## src/rtl/pc_sequencer.sv

```systemverilog
// pc_sequencer: fetch-stage PC sequencer with start/run/done control, branch via LUT target, stall/halt.
// Define PC_CALL_EN to enable the single-entry link register for call/return.
module pc_sequencer #(
  parameter int D = 12,
  parameter int L = 2
) (
  input  logic         i_clk,
  input  logic         i_rst,
  input  logic         i_start,
  input  logic         i_stall,
  input  logic         i_halt_req,
  input  logic         i_branch_req,
  input  logic         i_branch_cond,
  input  logic         i_call_req,
  input  logic         i_ret_req,
  input  logic [L-1:0] i_lut_sel,
  input  logic [D-1:0] i_target,
  output logic [L-1:0] o_addr_lut,
  output logic [D-1:0] o_prog_ctr,
  output logic         o_running,
  output logic         o_done,
  output logic         o_branch_taken,
  output logic [D-1:0] o_link
);
`ifdef PC_CALL_EN
  localparam bit CALL_EN = 1'b1;
`else
  localparam bit CALL_EN = 1'b0;
`endif
  typedef enum logic [1:0] {IDLE, RUN, DONE} state_t;
  state_t       r_state, w_state_nxt;
  logic [D-1:0] r_prog_ctr, w_pc_nxt, r_link, w_link_nxt;
  logic         w_taken;
  always_ff @(posedge i_clk or posedge i_rst) begin
    if (i_rst) begin
      r_state    <= IDLE;
      r_prog_ctr <= '0;
      r_link     <= '0;
    end else begin
      r_state    <= w_state_nxt;
      r_prog_ctr <= w_pc_nxt;
      r_link     <= w_link_nxt;
    end
  end
  // Without call support, ret falls through to increment and call behaves as a taken branch.
  always_comb begin
    w_state_nxt = r_state;
    w_pc_nxt    = r_prog_ctr;
    w_link_nxt  = r_link;
    w_taken     = 1'b0;
    if (r_state != RUN) begin
      if (i_start) begin
        w_state_nxt = RUN;
        w_pc_nxt    = '0;
      end
    end else if (!i_stall) begin
      if (i_halt_req) w_state_nxt = DONE;
      else if (CALL_EN && i_ret_req) w_pc_nxt = r_link;
      else if (i_call_req || (i_branch_req && i_branch_cond)) begin
        w_taken    = 1'b1;
        w_pc_nxt   = r_prog_ctr + i_target;
        w_link_nxt = (CALL_EN && i_call_req) ? r_prog_ctr + D'(1) : r_link;
      end else w_pc_nxt = r_prog_ctr + D'(1);
    end
  end
  assign o_addr_lut     = i_lut_sel;
  assign o_prog_ctr     = r_prog_ctr;
  assign o_link         = r_link;
  assign o_running      = r_state == RUN;
  assign o_done         = r_state == DONE;
  assign o_branch_taken = w_taken;
endmodule

```

## config.mk

```make
export PLATFORM = sky130hd
export DESIGN_NAME = pc_sequencer
export DESIGN_NICKNAME = d
export VERILOG_FILES = /design/src/rtl/pc_sequencer.sv
export SDC_FILE = /design/constraint.sdc
export NUM_CORES = 1
export LEC_CHECK = 0
export CAP_MARGIN = 10
export CORE_ASPECT_RATIO = 2
export CORE_UTILIZATION = 43
export CTS_CLUSTER_DIAMETER = 80
export DETAILED_ROUTE_END_ITERATION = 10
export GPL_ROUTABILITY_DRIVEN = 0
export PLACE_DENSITY = 0.85
export SYNTH_ARGS = -nofsm -noshare
export SYNTH_HDL_FRONTEND = slang
export SYNTH_SLANG_ARGS = --single-unit
```

## constraint.sdc

```tcl
create_clock -name i_clk -period 2.4 [get_ports i_clk]
set_input_delay 0.36 -clock i_clk [delete_from_list [all_inputs] [get_ports i_clk]]
set_output_delay 0.36 -clock i_clk [all_outputs]
set_load 0.02 [all_outputs]
```

Word level (Yosys, flattened, before mapping) --
Index checks and enable logic that the tools add are counted.
Word-level totals: logic and storage cells 28, register bits 14, output and inout bits 29, bits of input ports 23
Operators by class: eq/ne operators 6, add/sub/neg operators 2, muxes and demuxes 13, reductions and logical operators 5
Operators by type and width (count):
- $mux 12 | 5
- $add 12x1->12 const B | 1
- $add 12x12->12 | 1
- $mux 2 | 4
- $ne 2x1->1 const B | 3
- $reduce_and 3->1 | 2
- $mux 1 | 4
- $eq 2x1->1 const B | 1
- $eq 2x2->1 const B | 1
- $ne 2x2->1 const B | 1
- $reduce_bool 2->1 | 1
- $logic_and 1x1->1 | 1
- $logic_or 1x1->1 | 1

Depth between registers and ports, before layout --
word-level depth 6, gate-level depth with buffers 9, depth with buffers taken out 9

Worst setup path after synthesis --
OpenSTA, ideal clock, no wires.
path kind input-to-reg, start input port i_branch_req, end register r_prog_ctr[9], in the netlist o_prog_ctr[9], slack 115 ps, buffers on the path 1, setup time 122 ps, cell stages on the path 9, data arrival time 2164 ps, path through a21o_1 > clkbuf_1 > and2_1 > ha_1 > o21ai_0 > o21ai_0 > nand4_1 > a21o_1 > a32o_1
On the way: cells in the longest elaborated chain, start to end 6
Ends and longest elaborated chain:
- start, declared | line 12 | input logic i_branch_req,
- $logic_and 1x1->1 | line 59 | else if (i_call_req || (i_branch_req && i_branch_cond)) begin
- $logic_or 1x1->1 | line 59
- $mux 12 | line 59
- $mux 12 | line 57 | if (i_halt_req) w_state_nxt = DONE;
- $mux 12 | line 56 | end else if (!i_stall) begin
- $mux 12 | line 51 | if (r_state != RUN) begin
- end signal, assigned | line 41 | r_prog_ctr <= w_pc_nxt;
- end, declared | line 32 | logic [D-1:0] r_prog_ctr, w_pc_nxt, r_link, w_link_nxt;
No other way between the ends. The select of a mux whose other input is x is not followed. A chain may end at the register's enable or synchronous reset.

Final worst setup path --
start input port i_halt_req, end output port o_branch_taken
On the way: cells in the longest elaborated chain, start to end 3
Ends and longest elaborated chain:
- start, declared | line 11 | input logic i_halt_req,
- $mux 1 | line 57
- $mux 1 | line 56
- $mux 1 | line 51
- end, declared | line 22 | output logic o_branch_taken,
No other way between the ends.

==> flow_summary.json <==
{
  "synth_top_family_by_area": "compound AO/OA/AOI/OAI gates",
  "dpl_cell_area_um2": 1700,
  "setup_viol": 0,
  "grt_pass1_wl_mm": 5.64,
  "synth_compound_area_share_pct": 23.8,
  "finalPower_uw": 1560,
  "synth_top_cell_by_area": "dfrtp_1",
  "synth_xor_area_share_pct": 3.46,
  "fp-row-count": 27,
  "clockBufferDepth": 2,
  "critPathSlowestCell": "clkdlybuf4s50_1",
  "end_kind": "primary output",
  "cts_tree": "yes",
  "antenna_found_initial": 0,
  "final_cells": 228,
  "initial_core_util_pct": 45.7,
  "grt_pass1_vias": 1277,
  "worst_hold_path_type": "in2async",
  "synth_async_sr_flop_share_pct": 100,
  "io_pins": 52,
  "hold_buffers": 0,
  "multi_input_area_um2": 883,
  "die_w_um": 40.4,
  "cts_inserted_buffers": 3,
  "synth_common_cells": "buf_4, dfrtp_1, nand2_1",
  "ys_ff_latch": 14,
  "crit_arrival_ns": 1.95,
  "path_buf_inv": 2,
  "grt_max_degree": 15,
  "max_slew_margin_pct": 61.1,
  "yosysWarnings": 0,
  "grt_setup_unrepaired": "no",
  "wire_per_inst_um": 15.9,
  "ys_seq_area_share_pct": 27.7,
  "crit_family": "buffers and inverters",
  "yosys-top-cells-area": "dfrtp_1, ha_1, buf_4",
  "ys_types": 40,
  "num_vias": 1351,
  "leakagePower_uw": 0.000838,
  "drc_errors": 0,
  "crit_path_frequent_cell": "clkdlybuf4s50_1",
  "regArea_um2": 350,
  "finalCritPeriodShare_pct": 96.3,
  "synth-simple-area-share_pct": 21.5,
  "irDropWorstVdd_uv": 481,
  "dp_cells": 223,
  "crit_required_ns": 2.04,
  "clkLatencyLatePin_ns": 0.25,
  "muxShareOfSynthArea_pct": 0,
  "worstSetupStartpointType": "input port",
  "path_clk_slew_ns": 0.06,
  "grt-ovfl-total": 0,
  "layout-drive-gt1-share_pct": 18.6,
  "layout.nets": 236,
  "synth_fa_ha_area_share_pct": 12.5,
  "crit_fanout": 3,
  "worst_pin_slew_ns": 0.583,
  "yosysTopAreaCellShare_pct": 27.7,
  "core_area_um2": 2770,
  "grt_use_total_pct": 25.3,
  "cp_cell_sequence": "clkdlybuf4s50_1 > nor4b_4 > and2_1 > clkdlybuf4s50_1",
  "die_y_um": 78.7,
  "finClkSkew_ns": 0.00237,
  "netlist_instances": 149,
  "hpwl_mm": 2.62,
  "area_delta_synth_final_pct": 43.6,
  "firstDrtPassIters": 4,
  "slowest_delay_ns": 0.60,
  "io_buffers": 34,
  "cts.sinks": 14,
  "finalCriticalPeriod_ns": 2.31,
  "synth_area_per_cell_um2": 8.49,
  "via_per_inst": 5.93,
  "num_antenna_cells": 0,
  "cts_root_buffer": "clkbuf_8",
  "totalWireLength_mm": 3.63,
  "htree_levels": 1,
  "drv_slew": 0,
  "drt_iter0_drc": 65,
  "synth_top_flop_cell": "dfrtp_1",
  "ant_nets": 0,
  "path_class": "in2out",
  "synth_edf_count": 0,
  "synth_area_um2": 1260,
  "p_per_area_nw_per_um2": 859,
  "cap_violations": 0,
  "fmax_mhz": 433,
  "fin_area_um2": 1820,
  "nFillCells": 218,
  "die_area_um2": 3180,
  "status": "complete, no violations",
  "finalHoldViolCount": 0
}
==> kinds of logic after synthesis <==
kind of cell | count (synthesis)
compound gates | 45
fa+ha+maj | 12
buf+inv | 22
flops | 14
simple gates | 50
xor+xnor | 5
other cells | 1
==> power by group <==
| group | internal [uW] | switching (uW) | leakage, uW |
|---|---|---|---|
| logic | 478 | 495 | 0.000634 |
| clock network | 111 | 87.7 | 0.0000216 |
| registers | 310 | 78.2 | 0.000183 |
| total | 899 | 661 | 0.000838 |
==> area by class of cell <==
class | count | area share (%)
clock buffer | 3 | 2.27
inverter | 4 | 0.826
multi-input combinational | 124 | 48.6
sequential | 14 | 19.3
tap | 29 | 2.00
timing repair buffer | 54 | 27.0
==> repair_timing <==
item | in CTS | in global routing
resized for setup | 19 | 2
pin swaps | 10 | 0
setup endpoints to repair | 6 | 1
buffers inserted | 2 | 0
==> flip-flops by register name, indices dropped and copies added (netlist names) <==
| name | cells |
|---|---|
| o_prog_ctr | 12 |
| r_state | 2 |
==> layer usage <==
layer	share of wire (%)	track usage, %	vias up
met5	0	0	-
met4	3.8	17.3	0
met3	6.2	2.23	17
met2	56	41.9	74
met1	34	27.5	637
li1	-	-	623
==> placed cells by master (no fill, tap or decap), types with 3 or more instances in the layout <==
cell	instances
ha_1	8
a21oi_1	4
o21ai_1	5
o21ai_0	8
inv_1	4
a21o_1	6
nand3_1	5
clkbuf_8	3
clkdlybuf4s50_1	31
buf_4	19
nand2_1	14
dlygate4sd2_1	3
nor2_1	6
and2_1	11
dfrtp_1	14
xor2_1	4
conb_1	12
==> stage by stage <==
stage	setup TNS [ns]	hold WS (ns)	util [%]	worst slack, ns
floorplan	0	0.249	-	0.115
CTS	0	0.482	65.0	0.0123
global route	0	0.533	65.6	0.0339
global placement	-2.10	0.505	61.2	-0.389
detailed placement	-2.57	0.513	61.2	-0.471
finish	0	0.458	65.6	0.0891
==> worst paths after layout <==
path	start	end	slack [ns]	cells after the start
max	i_halt_req	o_branch_taken	0.09	4
min	i_rst	r_state[1]	0.46	2
max reg2reg	o_prog_ctr[0]	o_prog_ctr[6]	0.41	7
min reg2reg	o_prog_ctr[5]	o_prog_ctr[5]	0.53	2
max in group asynchronous	i_rst	o_prog_ctr[5]	1.57	2
min in group i_clk	o_prog_ctr[5]	o_prog_ctr[5]	0.53	2
==> worst reg2reg max path, delay by kind of cell, from the launching register on <==
| kind | cells | cell delay [ns] |
|---|---|---|
| DFF | 1 | 0.41 |
| adders and majority gates | 2 | 0.60 |
| AOI/OAI and AO/OA | 4 | 0.69 |
| xor gates and xnor gates | 1 | 0.19 |
No activity file was read; power rests on OpenSTA's default activity.
